[src/rtl/mst_fifo_pref.sv]
// Per-channel prefetch buffers that feed the FT601 master write path.
// Each channel fills from the internal loopback FIFO or from an incrementing pattern.
//
// state  | meaning
// FIDLE  | no fill, waiting for prefena
// FILL   | master in write state, fill channel prefchn
// FFLUSH | one cycle, clear all buffers, stream counters and in-flight read
module mst_fifo_pref #(
  parameter int DEPTH = 4
) (
  input  logic        clk,
  input  logic        rst_n,
  input  logic        prefena,
  input  logic        prefreq,
  input  logic        prefmod,
  input  logic [1:0]  prefchn,
  output logic [3:0]  prefnempt,
  output logic [35:0] prefdout,
  input  logic [3:0]  ififonempt,
  input  logic [35:0] ififo_rdat,
  output logic        ififord,
  output logic [1:0]  ififordid
);

  localparam int AW = $clog2(DEPTH);

  typedef enum logic [1:0] {FIDLE, FILL, FFLUSH} fst_t;

  fst_t          st, st_nxt;
  logic          prefmod_q;
  logic          infl;
  logic [1:0]    tag;
  logic [AW:0]   cnt  [4];
  logic [AW-1:0] wptr [4];
  logic [AW-1:0] rptr [4];
  logic [31:0]   scnt [4];
  logic [35:0]   mem  [4][DEPTH];

  logic          mode_chg;
  logic          filling;
  logic [AW+1:0] occ_sel;
  logic          space_sel;
  logic          sw;
  logic [35:0]   wdat;
  logic [3:0]    push;
  logic [3:0]    pop;

  assign mode_chg = prefmod ^ prefmod_q;
  assign filling  = (st == FILL) && prefena;

  // An in-flight read already owns a slot in its target channel.
  always_comb begin
    occ_sel   = {1'b0, cnt[prefchn]} + {{(AW+1){1'b0}}, (infl && (tag == prefchn))};
    space_sel = occ_sel < (AW+2)'(DEPTH);
  end

  assign ififord   = filling && !prefmod && ififonempt[prefchn] && space_sel;
  assign ififordid = ififord ? prefchn : 2'd0;
  // A returning loopback word wins the single write port.
  assign sw        = filling && prefmod && space_sel && !infl;
  assign wdat      = infl ? ififo_rdat : {4'hF, scnt[prefchn]};

  always_comb begin
    push = '0;
    pop  = '0;
    for (int c = 0; c < 4; c++) begin
      push[c]      = (infl && (tag == 2'(c))) || (sw && (prefchn == 2'(c)));
      pop[c]       = prefreq && (prefchn == 2'(c)) && (cnt[c] != '0);
      prefnempt[c] = cnt[c] != '0;
    end
  end

  assign prefdout = prefnempt[prefchn] ? mem[prefchn][rptr[prefchn]] : 36'h0;

  always_comb begin
    st_nxt = st;
    case (st)
      FIDLE:   if (mode_chg) st_nxt = FFLUSH;
               else if (prefena) st_nxt = FILL;
      FILL:    if (mode_chg) st_nxt = FFLUSH;
               else if (!prefena) st_nxt = FIDLE;
      FFLUSH:  st_nxt = FIDLE;
      default: st_nxt = FIDLE;
    endcase
  end

  always_ff @(posedge clk or negedge rst_n) begin
    if (!rst_n) begin
      st        <= FIDLE;
      prefmod_q <= 1'b0;
      infl      <= 1'b0;
      tag       <= 2'd0;
      for (int c = 0; c < 4; c++) begin
        cnt[c]  <= '0;
        wptr[c] <= '0;
        rptr[c] <= '0;
        scnt[c] <= '0;
      end
    end else begin
      st        <= st_nxt;
      prefmod_q <= prefmod;
      if (st == FFLUSH) begin
        infl <= 1'b0;
        for (int c = 0; c < 4; c++) begin
          cnt[c]  <= '0;
          wptr[c] <= '0;
          rptr[c] <= '0;
          scnt[c] <= '0;
        end
      end else begin
        infl <= ififord;
        if (ififord) tag <= prefchn;
        for (int c = 0; c < 4; c++) begin
          if (push[c]) wptr[c] <= wptr[c] + 1'b1;
          if (pop[c])  rptr[c] <= rptr[c] + 1'b1;
          if (push[c] && !pop[c])      cnt[c] <= cnt[c] + 1'b1;
          else if (!push[c] && pop[c]) cnt[c] <= cnt[c] - 1'b1;
          if (sw && (prefchn == 2'(c))) scnt[c] <= scnt[c] + 32'd1;
        end
      end
    end
  end

  // Storage needs no reset; contents are only visible through cnt.
  always_ff @(posedge clk) begin
    for (int c = 0; c < 4; c++) begin
      if (push[c]) mem[c][wptr[c]] <= wdat;
    end
  end

endmodule

[config.mk]
export PLATFORM = sky130hd
export DESIGN_NAME = mst_fifo_pref
export DESIGN_NICKNAME = d
export VERILOG_FILES = /design/src/rtl/mst_fifo_pref.sv
export SDC_FILE = /design/constraint.sdc
export NUM_CORES = 1
export LEC_CHECK = 0
export CAP_MARGIN = 40
export CORE_UTILIZATION = 45
export CTS_BUF_LIST = sky130_fd_sc_hd__clkbuf_16
export DETAILED_ROUTE_END_ITERATION = 8
export GPL_TIMING_DRIVEN = 0
export MAX_ROUTING_LAYER = met4
export SYNTH_ARGS = -nofsm -noshare
export SYNTH_HDL_FRONTEND = slang
export SYNTH_SLANG_ARGS = --single-unit
[constraint.sdc]
create_clock -name clk -period 3.4 [get_ports clk]
set_clock_uncertainty 0.15 [all_clocks]
set_input_delay 0.51 -clock clk [delete_from_list [all_inputs] [get_ports clk]]
set_output_delay 0.51 -clock clk [all_outputs]
set_load 0.1 [all_outputs]
==> results.md, run 1 <==
- The flow ran to the end, but the final reports show violations.
- The final reports fail on negative setup slack.
- The power density over the cells is roughly 630 nW/um^2.
- The worst endpoint data arrival time is approximately 2.9 ns.
- The normalized max-slew margin is 0.3973.
- The CTS tree is yes.
- The setup slack at placement is -1.260 ns.
- The initial DRC count is 1809.
- In this run the power spent charging and discharging nets is 7.826 mW.
- At the end of the flow, the number of nets in the layout was 2239.
- Dividing the synthesized area by the synthesized cell count gives 16.52 sq um.
- The type of the worst min-delay path is in -> async.
- The number of cells on the worst reg-to-reg path is 9.
- The number of library cell types mapped by synthesis is 64.
- The switching share of power is 0.3154.
- The commonest cells after synthesis are sky130_fd_sc_hd__edfxtp_1 (576), sky130_fd_sc_hd__mux4_2 (181), sky130_fd_sc_hd__dfrtp_1 (162).
- Entering global routing, the biggest net connects ~110 pins.
- Setup repair after global routing could not meet its margin everywhere.
- In the finished design, the share of the clock period the worst path needs comes to 1.049.
- The later pin in the worst-skew pair is clocked with a latency of 0.61 ns.
- The most frequently used flop master after synthesis is sky130_fd_sc_hd__edfxtp_1.
- The fraction of layout instances using a drive strength above 1 is 0.2949.
- The total of max-cap violations is 0.
- The total DRC errors in the routed layout is 0.
- The starting density of the core is 0.4563.
- The synthesized design contains roughly 580 enable-type register cells.
- Timing would allow up to 280.4 MHz.
- The first-pass iteration count of the detailed router is 5.
- The setup slack of the most critical reg-to-reg path is 0.29 ns.
- The top-level port count is 90.
- The max-slew violation total from the final report is 0.
- The initial antenna violation count was 4.
- The worst-case IR drop observed on VDD is about 0.55 mV.
- For this design the static power due to leakage is ~14 nW.
- During placement, the flow inserted port buffers numbering 87.
- Of all nets on the critical path, the largest fanout is 7.
- The worst setup path is launched from a register.
- The layout has ~5500 filler cells.
- Summing all multi-input logic gate instances after layout gives approximately 11000 sq um.
- The flop and latch count out of synthesis is 738.
- The share of total power dissipated in combinational logic is 0.269.
- The average via count per standard cell is 5.823.
- The count of final hold-check violations is 0.
- Clock-pin slew was measured on the worst setup and hold paths at 0.06 ns.
- The finished layout holds 3169 standard cells, fillers aside.
- The share of the Yosys chip area taken by registers is 0.6646.
- The post-detailed-route wirelength per cell is 26.75 um.
- The type of the worst setup path is reg -> out.
- The capturing point of the worst reg2reg path is cnt[11]$_DFFE_PN0P_.
- The clock sink count is 738.
- During synthesis, Yosys emitted a total of 0 warnings.
- Including well taps, the total number of placed cells is 3042.
- The detailed placement HPWL is about 58000 um.
- At the pin with the least slew margin, the transition time is roughly 0.90 ns.
- The clock network power share is 0.334.
- The total of endpoints with negative setup slack in the final report is 35.
- Yosys attributes the largest share of cell area to sky130_fd_sc_hd__edfxtp_1 (54%), sky130_fd_sc_hd__mux4_2 (13%), sky130_fd_sc_hd__dfrtp_1 (13%).
- The cell type with the largest total area after synthesis is sky130_fd_sc_hd__edfxtp_1.
- The die boundary height is roughly 270 um.
- For this run, the total global-route usage over all layers was measured as 0.2432.
- Of the post-synthesis cell area, the dominant cell type holds 0.5384.
- The maximum root-to-sink buffer count is 3.
- The part of the total power dissipated in sequential elements is 0.397.
- CTS placed an instance of sky130_fd_sc_hd__clkbuf_16 at the clock tree root.
- The clock period minus worst slack is about 3.6 ns.
- The worst register-to-register path begins at infl$_DFF_PN0_.
- Traced cell by cell, the critical path runs through mux4_2, buf_8, buf_12, buf_4, mux2i_1, a211oi_4, buf_12.
- The die span in x is 269.2 um.
- The via count of the first global-routing pass is 18750.
- The detail route stage leaves a number of antenna-violating nets equal to 0.
- The mapped cell area is 32120 sq um.
- The congestion estimate from routability-driven global placement came to 0.9285.
- STA classifies the critical path endpoint as a primary output.
- The final global-route overflow total is 0.
- In the synthesized netlist the async set-or-reset flop fraction comes to 0.2195.
- The internal power of the cells totals 16.99 mW.
- Buffers inserted during clock tree synthesis total between 70 and 80.
- The highest-delay cell along the critical path is sky130_fd_sc_hd__mux4_2.
- The cell repeated most along the worst path is sky130_fd_sc_hd__buf_12.
- CTS built an H-tree with a depth of 3.
- The number of cell rows is 97.
- The layout overhead on the synthesized area is 22.01%.
- Summed over all layers, the routed wires come to 84760 um.
- The global-route wire length before repair is 125700 um.
- The slack of the critical path is -0.1661 ns.
- Summing all flip-flop and latch instances after layout gives 21350 sq um.
- For this run, the slowest stage of the critical path takes 0.62 ns.
- In the synthesized netlist, the number of instances is 1945.
- Synthesis produced a netlist with a net count of 2016.
- Yosys instantiated no cell more often than sky130_fd_sc_hd__edfxtp_1.
- The via count of the routed design is around 18000.
- STA puts the critical path data required time at 2.74 ns.
- The overall die area is 72460 sq um.
- The core footprint is 70390 sq um.
## worst max path at each step
| stage | cells after the start | to | start | slack [ns] |
|---|---|---|---|---|
| after floorplan | 6 | mem[0][100]$_DFFE_PP_ | prefchn[1] | -0.20 |
| after global placement | 1 | wptr[4]$_DFFE_PN0P_ | rst_n | -5.40 |
| after detailed placement | 10 | prefdout[16] | prefchn[0] | -1.26 |
| after CTS | 7 | prefdout[2] | rptr[0]$_DFFE_PN0P_ | -0.21 |
| after global routing | 8 | prefdout[1] | rptr[0]$_DFFE_PN0P_ | -0.21 |
| final | 7 | prefdout[35] | rptr[0]$_DFFE_PN0P_ | -0.17 |
## metrics by stage
stage	TNS [ns]	total power, mW	instance area (sq um)	util	hold WS, ns
2_1_floorplan	-30.80	13.92	32610	-	0.06441
3_3_place_gp	-2029.67	15.27	34660	0.4924	0.3484
3_5_place_dp	-255.77	16.20	35910	0.5102	0.3049
4_1_cts	-4.166	24.87	39010	0.5542	0.2418
5_1_grt	-3.872	25.53	39190	0.5568	0.2844
6_report	-2.343	24.81	39190	0.5568	0.2453
## final cells by class
class                           instances  share of cell area
Tap cell                              940             0.03001
Buffer                                111             0.02011
Timing Repair Buffer                  145             0.05571
Clock buffer                           79             0.05044
Inverter                               36            0.003448
Antenna cell                            1          0.00006385
Multi-Input combinational cell       1058              0.2828
Clock inverter                         61             0.01251
Sequential cell                       738              0.5449
## repair_timing
| action | 4_1_cts | 5_1_grt |
|---|---|---|
| endpoints found under the hold margin | 51 | 0 |
| pin swaps | 29 | 16 |
| resized for setup | 203 | 38 |
| endpoints found under the setup margin | 39 | 37 |
| setup buffers | 16 | 5 |
| cloned | 2 | 2 |
| hold buffers | 1 | 0 |
## registers in the layout (all words and copies together), names as in the netlist
| register | cells |
|---|---|
| cnt | 12 |
| rptr | 8 |
| st | 2 |
| wptr | 8 |
| tag | 2 |
| prefmod_q | 1 |
| infl | 1 |
| scnt | 128 |
| mem | 576 |
## layer usage
| metal | track usage | share of wire | up-vias | wire (um) |
|---|---|---|---|---|
| met5 | - | 0 | - | 0 |
| met4 | 0.06602 | 0.022 | 0 | 1863 |
| met3 | 0.02832 | 0.049 | 111 | 4126 |
| met2 | 0.3914 | 0.50 | 526 | 42280 |
| met1 | 0.3295 | 0.43 | 9797 | 36500 |
| li1 | - | - | 8020 | - |
## cells by family (layout without fill, tap and decap cells)
logic type / count (synthesis) / after routing / share of synthesized area
AO/OA/AOI/OAI: 144 / 144 / 0.03097
buffers and inverters: 149 / 432 / 0.02006
XOR/XNOR: 110 / 110 / 0.02999
other: 0 / 1 / 0
multiplexers: 272 / 272 / 0.1572
flip-flops: 738 / 738 / 0.6646
adder cells (fa/ha/maj): 24 / 24 / 0.01028
AND/OR/NAND/NOR: 508 / 508 / 0.08682
## worst max-delay path, delay by kind of cell (launching register included)
| kind | cells | cell delay, ns |
|---|---|---|
| AOI/OAI and AO/OA | 1 | 0.41 |
| muxes | 2 | 0.76 |
| buffers and inverters | 4 | 0.72 |
| DFF | 1 | 0.40 |
## cells in the final DEF (no fill, tap or decap), drive strengths merged, types with 52 or more instances in the layout
master | Yosys | final
edfxtp | 576 | 576
mux4 | 182 | 182
dfrtp | 162 | 162
buf | 63 | 155
nor2 | 139 | 139
clkbuf | 50 | 131
xor2 | 73 | 73
a211oi | 73 | 73
nand2 | 72 | 72
nand4 | 63 | 63
mux2i | 52 | 52
## power groups by stage
| stage | Sequential, mW | Combinational [mW] | Clock [mW] |
|---|---|---|---|
| floorplan | 10.0 | 3.92 | 0 |
| global placement | 10.0 | 5.24 | 0 |
| detailed placement | 10.0 | 6.17 | 0 |
| CTS | 9.84 | 6.62 | 8.41 |
| global route | 9.85 | 6.92 | 8.76 |
| finish | 9.84 | 6.68 | 8.28 |
Power figures use the tool's default switching activity.
==> run 2: changes to the inputs <==
CORE_MARGIN = 2   (was not set)
==> results.md, run 2 (synthesized netlist as in run 1, its figures left out) <==
- The checks that failed: negative setup slack.
- The max-slew violation total from the final report is 0.
- For this run, design rule violations remaining after detail routing come to 0.
- Internal power comes to about 17 mW.
- Prior to clock tree synthesis, the placed netlist has a worst setup slack of -1.239 ns.
- In the final routed layout, each cell accounts on average for 26.81 um.
- The type of the worst min-delay path is in -> async.
- The first TritonRoute pass finished after 5 iterations.
- Of the cells placed in the final design, the portion with a size suffix greater than 1 is 0.2985.
- After the first detailed-routing iteration, the DRC count stood at ~1900.
- The via count of the first global-routing pass is 19060.
- The register with the most flip-flops in the layout has 576 of them.
- Summed over all cells, the static leakage comes to 14.12 nW.
- Dividing the detail-routed via count by the number of cells gives 5.821.
- The worst endpoint data arrival time is 2.87 ns.
- No sink is reached through more buffers than the 3 on the longest clock path.
- The slack of the critical path is -0.1308 ns.
- In the global route stage, overall resource usage came out at 0.2431.
- For the finished layout, the period the worst path requires is roughly 3.5 ns.
- Power spread over the standard cell area amounts to 642.5 nW/um^2.
- STA classifies the critical path startpoint as a register.
- The number of routed nets with antenna violations is 0.
- The run finished, with violations left.
- Entering global routing, the biggest net connects 114 pins.
- For this run, the number of standard cells in the final layout without fillers is 3179.
- The count of port buffers added during placement is a little under 90.
- Setup repair after global routing could not meet its margin everywhere.
- The starting density of the core is 0.4563.
- Routability-driven placement finished with a final weighted congestion of between 0.9 and 1.
- The routed wire length is about 85000 um.
- Of the total power, combinational logic draws 0.272.
- The H-tree depth is 3.
- Setup violations remaining at the end of the flow were counted as 26.
- Measured against its own limit, the worst slew margin works out to 0.3842.
- Leaving out fill and tap cells, the most frequent cells in the layout are sky130_fd_sc_hd__edfxtp_1 (576), sky130_fd_sc_hd__mux4_2 (181), sky130_fd_sc_hd__dfrtp_1 (160), sky130_fd_sc_hd__nor2_1 (138), sky130_fd_sc_hd__clkbuf_16 (86).
- The switching share of power is 0.3135.
- The reported net switching power is 7.965 mW.
- The clock-pin slew of the registers on the worst-case setup and hold paths is 0.06 ns.
- The detailed placement HPWL is ~58000 um.
- After global routing the overflow that remains totals 0.
- The final standard cell utilization of the core is 0.5618.
- Leaving out fill and tap cells, the most frequent cell in the layout is sky130_fd_sc_hd__edfxtp_1.
- Summing all flip-flop and latch instances after layout gives 21350 sq um.
- TritonCTS built the clock tree.
- Summing all multi-input logic gate instances after layout gives 11150 sq um.
- STA classifies the critical path endpoint as a primary output.
- The buffer type at the clock tree root is sky130_fd_sc_hd__clkbuf_16.
- In this run the count of I/O pins placed on the die edge is 90.
- The initial antenna violation count is 5.
- Max-cap violations in this run came to 0.
- The count of nets after finishing is 2245.
- The share of the clock period used by the worst path is 1.038.
- Row generation in the floorplan step produced 97 rows.
- The layout filler cell count is 5359.
- The die span in x is roughly 270 um.
- The total instance count after detailed placement is 3040.
- From synthesis to final layout, the design area changed by 23.11%.
- The global-route wire length before repair is between 100000 and 150000 um.
- The floorplan step defined a core boundary enclosing 70390 sq um.
- STA puts the critical path data required time at 2.74 ns.
- The die boundary height is 271.2 um.
- The worst IR drop on VDD is approximately 0.63 mV.
- Derived from the worst setup path, the maximum achievable clock frequency is 283.2 MHz.
- The overall die area is ~74000 sq um.
- The count of final hold-check violations is 0.
- The part of the total power dissipated in sequential elements is 0.387.
- The top fanout value on the critical path is 5.
- Counting every sink on the clock net gives about 740.
- The type of the worst setup path is reg -> out.
- The clock latency at the later pin of the worst-skew pair is between 0.6 and 0.7 ns.
- The total power of the final layout is 25.41 mW.
- Of the total power, the clock network draws 0.341.
- The via count of the routed design is 18500.
- For the pin with the worst max-slew slack, the measured transition is 0.9108 ns.
- The number of clock buffers inserted by TritonCTS is 79.
- The worst-case reg-to-reg path depth is 7.
-- run 2: power groups by stage --
stage	Sequential [mW]	Combinational (mW)	Clock, mW
floorplan	10.0	3.92	0
global placement	10.0	5.25	0
detailed placement	10.0	6.14	0
CTS	9.83	6.99	8.80
global route	9.84	7.17	9.15
finish	9.84	6.92	8.65
-- run 2: layer usage --
metal	track usage	part of all wire
met2	0.3884	0.49
met3	0.03644	0.059
met4	0.07099	0.026
met1	0.3263	0.42
met5	-	0
-- run 2: final cells by class --
type	instances	area share
flip-flops and latches	738	0.5399
multi-input cells	1058	0.2820
repair buffers	149	0.05669
clock buffers	82	0.05189
well taps	940	0.02974
plain buffers	112	0.02196
clock inverters	63	0.01436
inverters	36	0.003417
diodes	1	0.00006328
-- run 2: repair_timing --
item / 4_1_cts / 5_1_grt
setup buffers: 25 / 3
endpoints found under the setup margin: 39 / 36
gates resized for setup: 256 / 14
endpoints found under the hold margin: 49 / 0
cloned: 5 / 1
pin swaps: 38 / 16
hold buffers: 1 / 0
-- run 2: metrics by stage --
stage          area, sq um  hold WS (ns)  TNS [ns]
2_1_floorplan        32610       0.06441    -30.80
3_3_place_gp         34660        0.3491  -2016.98
3_5_place_dp         35880        0.3027   -246.79
4_1_cts              39560        0.2269    -3.668
5_1_grt              39550        0.2729    -3.382
6_report             39550        0.2358    -1.899
-- run 2: worst max-delay path, cell delays in order (launching register included) --
cell                       delay [ns]
sky130_fd_sc_hd__dfrtp_1         0.40
sky130_fd_sc_hd__mux4_2          0.64
sky130_fd_sc_hd__buf_12          0.21
sky130_fd_sc_hd__buf_12          0.14
sky130_fd_sc_hd__buf_16          0.15
sky130_fd_sc_hd__mux2i_2         0.16
sky130_fd_sc_hd__a211oi_4        0.32
sky130_fd_sc_hd__buf_12          0.22
-- run 2: path summary, 6_finish.rpt --
kind                                     start              endpoint  slack [ns]
max reg2reg                 cnt[8]$_DFFE_PN0P_  mem[1][55]$_DFFE_PP_        0.25
max in group asynchronous                rst_n    cnt[8]$_DFFE_PN0P_        1.91
min in group clk             st[1]$_DFFE_PN0P_     st[0]$_DFFE_PN0P_        0.36
max                        rptr[0]$_DFFE_PN0P_          prefdout[30]       -0.13
min reg2reg                  st[1]$_DFFE_PN0P_     st[0]$_DFFE_PN0P_        0.36
min                                      rst_n  scnt[62]$_DFFE_PN0P_        0.24
